## config.mk

```make
export PLATFORM = sky130hd
export DESIGN_NAME = deserializer_flat
export DESIGN_NICKNAME = d
export VERILOG_FILES = /design/src/rtl/deserializer_if.sv /design/src/rtl/deserializer.sv /design/src/flat_wrapper.sv
export SDC_FILE = /design/constraint.sdc
export NUM_CORES = 1
export LEC_CHECK = 0
export ABC_AREA = 0
export CAP_MARGIN = 40
export CORE_MARGIN = 4
export CORE_UTILIZATION = 53
export CTS_CLUSTER_DIAMETER = 120
export DETAILED_ROUTE_END_ITERATION = 12
export PLACE_DENSITY = 0.89
export SLEW_MARGIN = 15
export SYNTH_ARGS = -nofsm -noshare
export SYNTH_HDL_FRONTEND = slang
export SYNTH_SLANG_ARGS = --single-unit
```

## constraint.sdc

```tcl
create_clock -name clk_i -period 2.2 [get_ports clk_i]
set_input_delay 0.44 -clock clk_i [delete_from_list [all_inputs] [get_ports clk_i]]
set_output_delay 0.44 -clock clk_i [all_outputs]
set_load 0.01 [all_outputs]
```

## src/rtl/deserializer_if.sv

```systemverilog
`default_nettype none
// +--------------------------------------------------------------------+
// | Module  : deserializer_if                                          |
// | Desc    : Serial-in / parallel-out bundle of the link receiver.    |
// |           master = serial source side, slave = deserializer side.  |
// | Rev     : 1.0  initial release                                     |
// +--------------------------------------------------------------------+
interface deserializer_if #(
   parameter int DATA_BUS_WIDTH = 16,
   parameter int DATA_MOD_WIDTH = 4
);
   logic                      ser_data_i;
   logic                      ser_data_val_i;
   logic [DATA_BUS_WIDTH-1:0] deser_data_o;
   logic [DATA_MOD_WIDTH-1:0] deser_data_mod_o;
   logic                      deser_data_val_o;
   logic                      busy_o;

   modport master (
      output ser_data_i,
      output ser_data_val_i,
      input  deser_data_o,
      input  deser_data_mod_o,
      input  deser_data_val_o,
      input  busy_o
   );

   modport slave (
      input  ser_data_i,
      input  ser_data_val_i,
      output deser_data_o,
      output deser_data_mod_o,
      output deser_data_val_o,
      output busy_o
   );
endinterface
`default_nettype wire

```

## src/rtl/deserializer.sv

```systemverilog
`default_nettype none
// +--------------------------------------------------------------------+
// | Module  : deserializer                                             |
// | Desc    : Collects an MSB-first serial stream qualified by a valid |
// |           strobe into MSB-aligned words with a bit count and a     |
// |           one-cycle valid pulse. 1- and 2-bit bursts are dropped.  |
// | Rev     : 1.0  initial release                                     |
// +--------------------------------------------------------------------+
module deserializer #(
   parameter int DATA_BUS_WIDTH = 16,
   parameter int DATA_MOD_WIDTH = 4
) (
   input wire logic        clk_i,
   input wire logic        srst_i,
   deserializer_if.slave   bus
);

   typedef enum logic [0:0] {
      IDLE_S = 1'b0,
      RECV_S = 1'b1
   } state_t;

   // Counter is one bit wider than the mod output so a full word count fits.
   localparam int                    c_CNT_W    = DATA_MOD_WIDTH + 1;
   localparam logic [c_CNT_W-1:0]    c_LAST_IDX = c_CNT_W'(DATA_BUS_WIDTH - 1);
   localparam logic [c_CNT_W-1:0]    c_MIN_LEN  = c_CNT_W'(3);
   localparam logic [c_CNT_W-1:0]    c_ONE      = c_CNT_W'(1);

   state_t                    r_state;
   logic [c_CNT_W-1:0]        r_cnt;
   logic [DATA_BUS_WIDTH-1:0] r_buf;
   logic [DATA_BUS_WIDTH-1:0] r_data;
   logic [DATA_MOD_WIDTH-1:0] r_mod;
   logic                      r_val;

   logic [c_CNT_W-1:0]        w_shift;
   logic [DATA_BUS_WIDTH-1:0] w_bit;
   logic [DATA_BUS_WIDTH-1:0] w_word;

   // Place the incoming bit at DATA_BUS_WIDTH-1-count; in IDLE the counter
   // and buffer are zero, so the same path lands the first bit at the MSB.
   assign w_shift = c_LAST_IDX - r_cnt;
   assign w_bit   = {{(DATA_BUS_WIDTH-1){1'b0}}, bus.ser_data_i} << w_shift;
   assign w_word  = r_buf | w_bit;

   // Collection FSM with registered word, count and strobe outputs.
   always_ff @(posedge clk_i) begin
      if (srst_i) begin
         r_state <= IDLE_S;
         r_cnt   <= '0;
         r_buf   <= '0;
         r_data  <= '0;
         r_mod   <= '0;
         r_val   <= 1'b0;
      end else begin
         r_val <= 1'b0;
         case (r_state)
            IDLE_S: begin
               if (bus.ser_data_val_i) begin
                  r_buf   <= w_word;
                  r_cnt   <= c_ONE;
                  r_state <= RECV_S;
               end
            end
            RECV_S: begin
               if (bus.ser_data_val_i) begin
                  if (r_cnt == c_LAST_IDX) begin
                     // Last bit of a full word: emit and go idle so a
                     // following valid bit opens the next word at once.
                     r_data  <= w_word;
                     r_mod   <= '0;
                     r_val   <= 1'b1;
                     r_buf   <= '0;
                     r_cnt   <= '0;
                     r_state <= IDLE_S;
                  end else begin
                     r_buf <= w_word;
                     r_cnt <= r_cnt + c_ONE;
                  end
               end else begin
                  // Strobe dropped: emit only legal (>= 3 bit) transfers.
                  if (r_cnt >= c_MIN_LEN) begin
                     r_data <= r_buf;
                     r_mod  <= r_cnt[DATA_MOD_WIDTH-1:0];
                     r_val  <= 1'b1;
                  end
                  r_buf   <= '0;
                  r_cnt   <= '0;
                  r_state <= IDLE_S;
               end
            end
            default: begin
               r_buf   <= '0;
               r_cnt   <= '0;
               r_state <= IDLE_S;
            end
         endcase
      end
   end

   assign bus.deser_data_o     = r_data;
   assign bus.deser_data_mod_o = r_mod;
   assign bus.deser_data_val_o = r_val;
   assign bus.busy_o           = (r_state == RECV_S);

endmodule
`default_nettype wire

```

## src/flat_wrapper.sv

```systemverilog
// flat-port wrapper written by rule: the top's interface ports become plain ports
module deserializer_flat 
#(
   parameter int DATA_BUS_WIDTH = 16,
   parameter int DATA_MOD_WIDTH = 4
)
  (clk_i, srst_i, bus_ser_data_i, bus_ser_data_val_i, bus_deser_data_o, bus_deser_data_mod_o, bus_deser_data_val_o, bus_busy_o);
  deserializer_if #(.DATA_BUS_WIDTH(DATA_BUS_WIDTH), .DATA_MOD_WIDTH(DATA_MOD_WIDTH)) bus_i ();
  input wire logic clk_i;
  input wire logic srst_i;
  input wire logic [$bits(bus_i.ser_data_i)-1:0] bus_ser_data_i;
  input wire logic [$bits(bus_i.ser_data_val_i)-1:0] bus_ser_data_val_i;
  output wire logic [$bits(bus_i.deser_data_o)-1:0] bus_deser_data_o;
  output wire logic [$bits(bus_i.deser_data_mod_o)-1:0] bus_deser_data_mod_o;
  output wire logic [$bits(bus_i.deser_data_val_o)-1:0] bus_deser_data_val_o;
  output wire logic [$bits(bus_i.busy_o)-1:0] bus_busy_o;
  assign bus_i.ser_data_i = bus_ser_data_i;
  assign bus_i.ser_data_val_i = bus_ser_data_val_i;
  assign bus_deser_data_o = bus_i.deser_data_o;
  assign bus_deser_data_mod_o = bus_i.deser_data_mod_o;
  assign bus_deser_data_val_o = bus_i.deser_data_val_o;
  assign bus_busy_o = bus_i.busy_o;
  deserializer #(.DATA_BUS_WIDTH(DATA_BUS_WIDTH), .DATA_MOD_WIDTH(DATA_MOD_WIDTH)) u_core (.clk_i(clk_i), .srst_i(srst_i), .bus(bus_i));
endmodule
```

* Word-level counts from Yosys, hierarchy flattened
Index checks and enable logic that the tools add are counted.
** Cells by class
- Shifts and indexed selects :: 1
- Multiplexer cells :: 21
- Add/sub/neg operators :: 2
- Eq/ne operators :: 3
- Reductions and logical operators :: 3
- Bitwise operators :: 2
- $lt $le $gt $ge :: 1
** Operators with widths (count)
- two-way mux 16 bit :: 6
- case mux 16 bit (2 select lines) :: 1
- OR 16 bit :: 1
- left shift 1 x 5 -> 16 bit :: 1
- two-way mux 5 bit :: 3
- two-way mux 4 bit :: 3
- case mux 5 bit (2 select lines) :: 1
- two-way mux 1 bit :: 6
- adder 5 x 1 -> 5 bit (second input constant) :: 1
- equality test 5 x 4 -> 1 bit (second input constant) :: 1
- greater-or-equal comparator 5 x 2 -> 1 bit (second input constant) :: 1
- subtractor 4 x 5 -> 5 bit (first input constant) :: 1
- AND reduction 3 bit :: 1
- inequality test 2 x 1 -> 1 bit (second input constant) :: 1
- inequality test 2 bit (second input constant) :: 1
- case mux 1 bit (2 select lines) :: 1
- nonzero test 2 bit :: 1
- OR reduction 2 bit :: 1
- NOT 1 bit :: 1
** Word-level totals
- Word-level logic and storage cells :: 39
- Input bits :: 4
- Output and inout port bits :: 22
- Register bits :: 43

* Depth between registers and ports, before layout
- Depth after elaboration :: 6
- Depth in mapped cells :: 8
- Mapped depth without buffers :: 4

* Worst setup path before layout
Ideal clock, no wire load.
- Kind :: flip-flop to flip-flop
- Start :: register u_core.r_cnt[2]
- End :: register u_core.r_data[10], in the netlist u_core.bus.deser_data_o[10]
- Setup time :: 0.134 ns
- Clock period less this slack :: 1.643 ns
- Required time :: 2.066 ns
- Stages on the path, launching flop included :: 7
- Buffers on the path :: 2
- Path slack :: 0.557 ns
- Data arrival time :: 1.510 ns
- Cell sequence :: dfxtp_1 > buf_6 > or3_4 > o311a_4 > buf_6 > nor3_1 > a211oi_1
** Between the ends
- Word-level cells in the longest chain between the ends :: 5
- Elaborated cells between the ends (all ways) :: 10
- Those cells by class :: 1 x add/sub; 1 x order compare; 2 x eq/ne; 1 x shift; 2 x mux; 1 x bitwise; 2 x reduce/logical
** RTL lines
- start: declaration :: RTL line deserializer.sv:30 : logic [c_CNT_W-1:0] r_cnt;
- start signal: assignment :: RTL line deserializer.sv:61 : r_cnt <= c_ONE;
- start signal: assignment :: RTL line deserializer.sv:78 : r_cnt <= r_cnt + c_ONE;
- subtractor 4 x 5 -> 5 bit :: RTL line deserializer.sv:42 : assign w_shift = c_LAST_IDX - r_cnt;
- left shift 1 x 5 -> 16 bit :: RTL line deserializer.sv:43 : assign w_bit = {{(DATA_BUS_WIDTH-1){1'b0}}, bus.ser_data_i} << w_shift;
- OR 16 bit :: RTL line deserializer.sv:44 : assign w_word = r_buf | w_bit;
- two-way mux 16 bit :: RTL line deserializer.sv:67 : if (r_cnt == c_LAST_IDX) begin
- two-way mux 16 bit :: RTL line deserializer.sv:66 : if (bus.ser_data_val_i) begin
- end signal: assignment :: RTL line deserializer.sv:70 : r_data <= w_word;
- end signal: assignment :: RTL line deserializer.sv:83 : r_data <= r_buf;
- end: declaration :: RTL line deserializer.sv:32 : logic [DATA_BUS_WIDTH-1:0] r_data;
Parallel ways exist; a longest one is shown, timed or not. The select of a mux whose other input is x is not followed.
A chain may end at the register's enable or synchronous reset.

* Worst setup path after layout
- Start :: register u_core.r_state, in the netlist u_core.bus.busy_o
- End :: output port bus_busy_o
** RTL lines
- start: declaration :: RTL line deserializer.sv:29 : state_t r_state;
- start signal: assignment :: RTL line deserializer.sv:49 : r_state <= IDLE_S;
- start signal: assignment :: RTL line deserializer.sv:62 : r_state <= RECV_S;
- start signal: assignment :: RTL line deserializer.sv:75 : r_state <= IDLE_S;
- end: declaration :: RTL line flat_wrapper.sv:16 : output wire logic [$bits(bus_i.busy_o)-1:0] bus_busy_o;
No word-level cell between the ends.

==> flow_summary.ini <==
[outcome]
status = completed

[critical_path]
path_max_fanout = 10
worst_path_largest_cell_delay_ns = 0.63
cp.arrival_ns = 1.59
endpoint_kind = primary output
worstPathCellList = clkdlybuf4s50_1
worstSetupPathType = reg -> out
crit_buf_inv = 1
critical-path-top-delay-family = buffers and inverters
required_ns = 1.76
startpoint_type = register
cp_slowest_cell = clkdlybuf4s50_1

[detailed_routing]
wl_per_cell_um = 14.88
highest_layer = met4
drt-met1-wl_mm = 1.805
drt_wl_total_mm = 4.299
wl_met3_um = 230
met2_length_mm = 2.201
drc = 0
postRouteAntennaNets = 0
drt_iter0_drc = 199
vias = 1686
viasPerCell = 5.834
firstDrtPassIters = 4

[global_routing]
overflow = 0
antenna_found_initial = 0
grt_first_pass_wirelength_mm = 7.134
grt_usage_pct = 21.18
grt_max_degree = 49
grt_pass1_vias = 1529

[clock_network]
clkSlewWorstSetupHoldPaths_ns = 0.12
root_buffer = clkbuf_4
cts_resized = 0
hold_buffers = 0
cts_max_level = 2
clk_latency_ns = 0.35
clock_path_buffers = 2
cts_setup_buffers = 0
clock-sinks = 43
cts_tree = done
numCtsBuffers = 5

[timing]
rsz0062_at_grt = no
clock_skew_ns = 0.01044
period_share_pct = 92.10
worst_pin_slew_ns = 0.5241
holdWs_ns = 0.4755
min_period_ns = 2.026
fmax_mhz = 493.5
drv_slew = 0
fin_tns_setup_ns = 0
setup_slack_ns = 0.1739
setup_viol = 0
max_slew_margin_pct = 64.79
hold_viol = 0

[floorplanning]
die_h_um = 66.59
pin_count = 26
die-area_um2 = 4434
die_w_um = 66.59
placeableCoreArea_um2 = 3337
initial_utilization_pct = 54.52
num_rows = 21

[place]
dp_hpwl_mm = 2.966
port-buffer-count = 25
post-place-ws_ns = 0.1868
place_congestion = 0.8500
post_dp_cell_area_um2 = 2137

[synthesis]
ys.flop_type = dfxtp_1
yosys_warnings = 0
synth_top_area_share_pct = 47.32
yosysSeqAreaShare_pct = 47.32
synth_edf_count = 0
netlist_area_um2 = 1819
ys_ff_latch = 43
synth_top_area_cell = dfxtp_1
synth-async-reset-ratio_pct = 0
yosys-top-cells-area = dfxtp_1 (47%), a21oi_1 (9.6%), o21ai_0 (6.6%)
synth_nets = 220
syn_inst = 215
synth.distinct_cells = 30
avgSynthCellArea_um2 = 8.462
synth_most_common_cell = dfxtp_1
synth_common_cells = dfxtp_1 (43), a21oi_1 (35), o21ai_0 (24)

[power]
ir_drop_v = 0.0002636
leakage_nw = 0.7056
p_total_w = 0.001228
powerDensity_nw_per_um2 = 561.5

[finish]
fin_area_um2 = 2187
nets = 247
fill_cells = 285
area_growth_pct = 20.22
diodes = 0
drive_above_1_share_pct = 9.465

[run]
maxCapViolations = 0

[hold_path]
worst_hold_path_type = reg -> reg
[layout by cell type, fill, tap and decap left out, types with 2 or more instances in the layout]
cell type,Yosys,final
o41ai_1,4,4
nor2_1,8,8
clkbuf_1,9,2
nand4b_1,4,4
inv_1,9,9
o32ai_1,2,2
o21ai_0,24,24
nand2_1,17,17
a211oi_1,10,10
buf_4,1,12
nor3_1,16,16
a21oi_1,35,35
dfxtp_1,43,43
nand3_1,12,12
clkdlybuf4s50_1,0,25
clkbuf_4,0,5
[worst reg2reg max path: stages, from the launching register on]
cell	delay, ns
dfxtp_1	0.49
and2_1	0.43
and3_1	0.48
nor2_1	0.17
o41ai_1	0.29
[routing by layer]
metal,vias up,GRT usage [%]
met5,-,0
li1,832,-
met1,796,25.60
met2,51,36.14
met3,7,5.228
met4,0,7.614
[cell type report]
class | count | area [um2] | area share (%)
clock buffer | 7 | 45.04 | 2.059
clock inverter | 1 | 5.005 | 0.2288
multi-input combinational | 145 | 824.5 | 37.70
tap | 46 | 57.56 | 2.632
timing repair buffer | 38 | 360.3 | 16.48
inverter | 9 | 33.78 | 1.545
sequential | 43 | 860.8 | 39.36
[stage by stage]
step | cells | utilization (%)
2_1_floorplan | 215 | -
3_3_place_gp | 281 | 64.04
3_5_place_dp | 281 | 64.04
4_1_cts | 289 | 65.54
5_1_grt | 289 | 65.54
6_report | 289 | 65.54
[final timing paths]
| check | start | endpoint | slack (ns) | depth (start not counted) |
|---|---|---|---|---|
| worst min-delay path | u_core.r_buf[15] | u_core.bus.deser_data_o[15] | 0.48 | 2 |
| worst min register to register | u_core.r_buf[15] | u_core.bus.deser_data_o[15] | 0.48 | 2 |
| worst max register to register | u_core.r_cnt[0] | u_core.bus.deser_data_mod_o[1] | 0.24 | 4 |
| worst max-delay path | u_core.bus.busy_o | bus_busy_o | 0.17 | 1 |
[power by group]
part           internal, W  switching (W)
Clock             0.000125       0.000244
Combinational    0.0000255      0.0000424
Sequential        0.000784     0.00000803
Total             0.000934       0.000294
[logic make-up after synthesis]
logic type / share of synthesized area (%)
AOI/OAI and AO/OA: 26.96
and+or+nand+nor: 17.68
DFF: 47.32
buffers and inverters: 7.359
adders and majority gates: 0.6876
[registers in the layout, indices dropped and copies added (netlist names)]
name	count
u_core.bus.busy_o	1
u_core.bus.deser_data_mod_o	4
u_core.bus.deser_data_o	16
u_core.bus.deser_data_val_o	1
u_core.r_buf	16
u_core.r_cnt	5
(Power assumes the default switching activity.)
